## src/rtl/yj_sync_fifo.sv

```systemverilog
// Single-clock FIFO with occupancy count, almost-full/empty thresholds, sticky error flags.
// Read data is either first-word-fall-through or registered with one cycle of latency; writes stall on full.
module yj_sync_fifo #(
    parameter int DW        = 32,
    parameter int AW        = 2,
    parameter int FWFT      = 1,
    parameter int AFULL_TH  = 3,
    parameter int AEMPTY_TH = 1
) (
    input  logic          CLK,
    input  logic          RST,
    input  logic          w_en,
    input  logic [DW-1:0] w_data,
    output logic          w_ready,
    input  logic          r_en,
    output logic [DW-1:0] r_data,
    output logic          r_valid,
    output logic          full,
    output logic          empty,
    output logic          almost_full,
    output logic          almost_empty,
    output logic [AW:0]   count,
    input  logic          err_clr,
    output logic          overflow,
    output logic          underflow
);

    localparam int            DEPTH     = 2 ** AW;
    localparam logic [AW:0]   DEPTH_C   = (AW+1)'(DEPTH);
    localparam logic [AW:0]   AF_TH     = (AW+1)'(AFULL_TH);
    localparam logic [AW:0]   AE_TH     = (AW+1)'(AEMPTY_TH);
    localparam logic [AW:0]   CNT_ONE   = (AW+1)'(1);
    localparam logic [AW-1:0] PTR_ONE   = AW'(1);

    logic [DW-1:0] mem [DEPTH];

    logic [AW-1:0] wr_ptr_q, wr_ptr_d;
    logic [AW-1:0] rd_ptr_q, rd_ptr_d;
    logic [AW:0]   count_q, count_d;
    logic          overflow_q, overflow_d;
    logic          underflow_q, underflow_d;
    logic          wr_acc, rd_acc;

    // Flags come straight from the registered count so they all move together.
    assign full         = (count_q == DEPTH_C);
    assign empty        = (count_q == '0);
    assign almost_full  = (count_q >= AF_TH);
    assign almost_empty = (count_q <= AE_TH);
    assign w_ready      = ~full;
    assign count        = count_q;
    assign overflow     = overflow_q;
    assign underflow    = underflow_q;

    assign wr_acc = w_en & ~full;
    assign rd_acc = r_en & ~empty;

    always_comb begin
        wr_ptr_d    = wr_ptr_q;
        rd_ptr_d    = rd_ptr_q;
        count_d     = count_q;
        overflow_d  = overflow_q;
        underflow_d = underflow_q;
        if (wr_acc) begin
            wr_ptr_d = wr_ptr_q + PTR_ONE;
        end
        if (rd_acc) begin
            rd_ptr_d = rd_ptr_q + PTR_ONE;
        end
        if (wr_acc && !rd_acc) begin
            count_d = count_q + CNT_ONE;
        end else if (rd_acc && !wr_acc) begin
            count_d = count_q - CNT_ONE;
        end
        // A fresh error in the same cycle as err_clr wins.
        if (err_clr) begin
            overflow_d  = 1'b0;
            underflow_d = 1'b0;
        end
        if (w_en && full) begin
            overflow_d = 1'b1;
        end
        if (r_en && empty) begin
            underflow_d = 1'b1;
        end
    end

    always_ff @(posedge CLK) begin
        if (RST) begin
            wr_ptr_q    <= '0;
            rd_ptr_q    <= '0;
            count_q     <= '0;
            overflow_q  <= 1'b0;
            underflow_q <= 1'b0;
        end else begin
            wr_ptr_q    <= wr_ptr_d;
            rd_ptr_q    <= rd_ptr_d;
            count_q     <= count_d;
            overflow_q  <= overflow_d;
            underflow_q <= underflow_d;
        end
    end

    always_ff @(posedge CLK) begin
        if (wr_acc) begin
            mem[wr_ptr_q] <= w_data;
        end
    end

    generate
        if (FWFT != 0) begin : g_fwft
            assign r_data  = empty ? '0 : mem[rd_ptr_q];
            assign r_valid = ~empty;
        end else begin : g_reg
            logic [DW-1:0] r_data_q;
            logic          r_valid_q;

            // r_data holds the last popped word; r_valid pulses once per pop.
            always_ff @(posedge CLK) begin
                if (RST) begin
                    r_data_q  <= '0;
                    r_valid_q <= 1'b0;
                end else begin
                    r_valid_q <= rd_acc;
                    if (rd_acc) begin
                        r_data_q <= mem[rd_ptr_q];
                    end
                end
            end

            assign r_data  = r_data_q;
            assign r_valid = r_valid_q;
        end
    endgenerate

endmodule
```

## config.mk

```make
export PLATFORM = sky130hd
export DESIGN_NAME = yj_sync_fifo
export DESIGN_NICKNAME = d
export VERILOG_FILES = /design/src/rtl/yj_sync_fifo.sv
export SDC_FILE = /design/constraint.sdc
export NUM_CORES = 1
export LEC_CHECK = 0
export CORE_MARGIN = 4
export CORE_UTILIZATION = 50
export DETAILED_ROUTE_END_ITERATION = 10
export DONT_BUFFER_PORTS = 1
export HOLD_SLACK_MARGIN = 0.1
export PLACE_DENSITY_LB_ADDON = 0.05
export SLEW_MARGIN = 5
export SYNTH_ARGS = -nofsm -noshare
export SYNTH_HDL_FRONTEND = slang
export SYNTH_SLANG_ARGS = --single-unit
```

## constraint.sdc

```tcl
create_clock -name CLK -period 2.8 [get_ports CLK]
set_input_delay 0.56 -clock CLK [delete_from_list [all_inputs] [get_ports CLK]]
set_output_delay 0.56 -clock CLK [all_outputs]
set_load 0.05 [all_outputs]
```

==> flow_summary.yaml <==
sta:
  finalCritPeriodShare: 0.9272
  rsz0062_at_grt: "false"
  fmaxAchievable_mhz: 385.2
  finalHoldViolations: 0
  final_period_minus_worst_setup_slack_ps: 2596
  worst_slew_pin_slew_ps: 511.4
  timing.final.setup_violations: 0
  finalSetupTns_ps: 0
  max_slew_margin: 0.6586
  finClkSkew_ps: 7.464
  postLayoutSetupSlackWorst_ps: 203.8
  slew_violations: 0
global_routing:
  grt_first_pass_wirelength_mm: 15.17
  grt_start_max_net_pins: 26
  grt_remaining_overflow: 0
  antenna_found_initial: 0
  grt_use_total: 0.1616
  grt_pass1_vias: 2833
layout:
  final.fill_count: 697
  finish.utilization: 0.6531
  seqCellArea_um2: 4068
  post_route_cell_area_um2: 7049
  insertedDiodeCount: 0
  post_layout_nonfiller_instances: 482
  multi_input_comb_area_um2: 1295
  post_route_cells_drive_above_1_share: 0.3421
  flow.area_growth_from_synthesis_pct: 28.05
  nets: 376
detailed_routing:
  detail_route.wl_per_cell_um: 19.28
  detailroute.via_count: 2562
  via_per_inst: 5.315
  route.final.wire_length_mm: 9.291
  drt.antenna.violating_nets: 0
  detail_route.iter0.violations: 99
  drt_pre_antenna_iters: 4
  detail_route.drc_violations: 0
die:
  coreArea_um2: 10790
  die_footprint_um2: 12750
  die_y_um: 112.9
  fp-row-count: 38
  die_w_um: 112.9
  pin_count: 80
  initial_utilization: 0.5101
placed_design:
  pre_cts_slack_ps: 640.0
  place_congestion: 0.7292
  placement.cell_area_um2: 6419
  port-buffer-count: 0
  placed_wire_length_estimate_after_detailed_placement_mm: 5.857
  placed_cells_incl_taps: 449
min_path:
  min_path_type: "in -> reg"
power_and_ir_drop:
  worst_ir_drop_vdd_uv: 740.6
  leakagePower_nw: 2.412
  power_density_normalized_to_cell_area_nw_per_um2: 1256
logic_synthesis:
  synth_top_flop_cell: "edfxtp_1"
  synth_seq_area_share: 0.7382
  synth-async-reset-ratio: 0
  syn_inst: 274
  synth-seq-cells: 139
  synth_top_area_cell: "edfxtp_1"
  synth_nets: 321
  synthMostInstantiatedCell: "edfxtp_1"
  synth_commonest_cells: "128 x edfxtp_1, 36 x and2_1, 30 x mux4_2"
  syn_area_per_cell_um2: 20.09
  total_of_warnings_raised_by_yosys: 0
  synth.top_cell.area_share: 0.6982
  post_synth_instance_area_um2: 5505
  synth_edf_count: 128
  synth_cell_type_count: 30
  netlist_top_cells_area: "edfxtp_1 70%, mux4_2 12%, and2_1 4.1%"
setup_path:
  cp_max_fo: 22
  critPathArrivalTime_ps: 2040
  setup.worst_path.class: "reg -> out"
  timing.critical_path.required_ps: 2240
  crit_path_end_kind: "primary output"
  crit_path_start_kind: "register"
clock_tree:
  cts_tree: "done"
  path_clk_slew_ps: 60
  clock-sinks: 139
  insertion_delay_ps: 510
  clock_tree.buffer_depth: 2
  cts_root_buf: "clkbuf_8"
  number_of_buffers_inserted_to_repair_setup_after_cts: 0
  cts-buffers-inserted: 17
  cts.htree.levels: 4
run_status:
  run_status: "finished clean"
job:
  maxCapViolCount: 0
==> power by group <==
group | internal, mW | total (mW) | switching, mW
clock | 1.53 | 2.31 | 0.785
combinational | 1.74 | 3.90 | 2.16
sequential | 2.54 | 2.65 | 0.111
==> cell usage in the layout, fill, tap and decap left out, drive strengths merged, types with 2 or more instances in the layout <==
master	instances
clkinv	6
and2	36
dfxtp	11
mux2i	2
buf	48
a21oi	4
clkbuf	19
bufinv	5
edfxtp	128
xnor2	2
inv	10
o21ai	3
mux4	32
ha	10
nand2	2
nor2	11
==> state kept, by name, summed over array words and instances (netlist names), named ones only <==
register,cells
underflow,1
rd_ptr_q,2
overflow,1
wr_ptr_q,2
mem,128
count,3
==> per-layer routing <==
layer | track usage | vias to the layer above | routed length (um)
met5 | 0 | - | 0
met4 | 0.06010 | 0 | 84
met3 | 0.07005 | 9 | 673
met2 | 0.2725 | 63 | 4888
met1 | 0.1832 | 1303 | 3645
li1 | - | 1187 | -
==> kinds of logic (layout without fill, tap and decap cells) <==
group,Yosys count,count (layout),synth area share
compound gates,10,10,0.01136
xor+xnor,3,3,0.004774
fa+ha+maj,10,10,0.02273
buf+inv,22,90,0.02795
flops,139,139,0.7382
mux,35,35,0.1380
simple gates,55,55,0.05705
==> per-stage QoR <==
step,power (mW),hold WS [ps]
after detailed placement,6.634,528.7
final,8.855,140.3
after floorplan,4.964,493.4
after global placement,6.607,497.9
after CTS,8.977,104.3
after global routing,9.231,100.7
==> area by class of cell <==
| cell class | count | area share |
|---|---|---|
| repair buffers | 49 | 0.1218 |
| multi-input cells | 113 | 0.1837 |
| flip-flops and latches | 139 | 0.5770 |
| inverters | 9 | 0.004792 |
| well taps | 140 | 0.02485 |
| clock inverters | 13 | 0.02804 |
| clock buffers | 19 | 0.05982 |
==> final timing paths <==
| path | startpoint | to | slack [ps] | cells after the start |
|---|---|---|---|---|
| setup / recovery | register | r_data[31] | 200 | 4 |
| hold / removal | w_data[30] | mem[3][30] | 140 | 0 |
| setup reg to reg | count[1] | mem[2][17] | 740 | 5 |
| hold reg to reg | rd_ptr_q[0] | rd_ptr_q[0] | 560 | 2 |
==> critical path, stage by stage, from the launching register on <==
cell and delay [ps]:
dfxtp_2 350, buf_12 220, mux4_1 600, and2_1 210, buf_12 150
==> what timing repair did <==
| action | in CTS | in global routing |
|---|---|---|
| resized for setup | 0 | 1 |
| hold endpoints to repair | 9 | 0 |
| hold buffers | 1 | 0 |
| endpoints found under the setup margin | 0 | 1 |
Power figures use the tool's default switching activity.
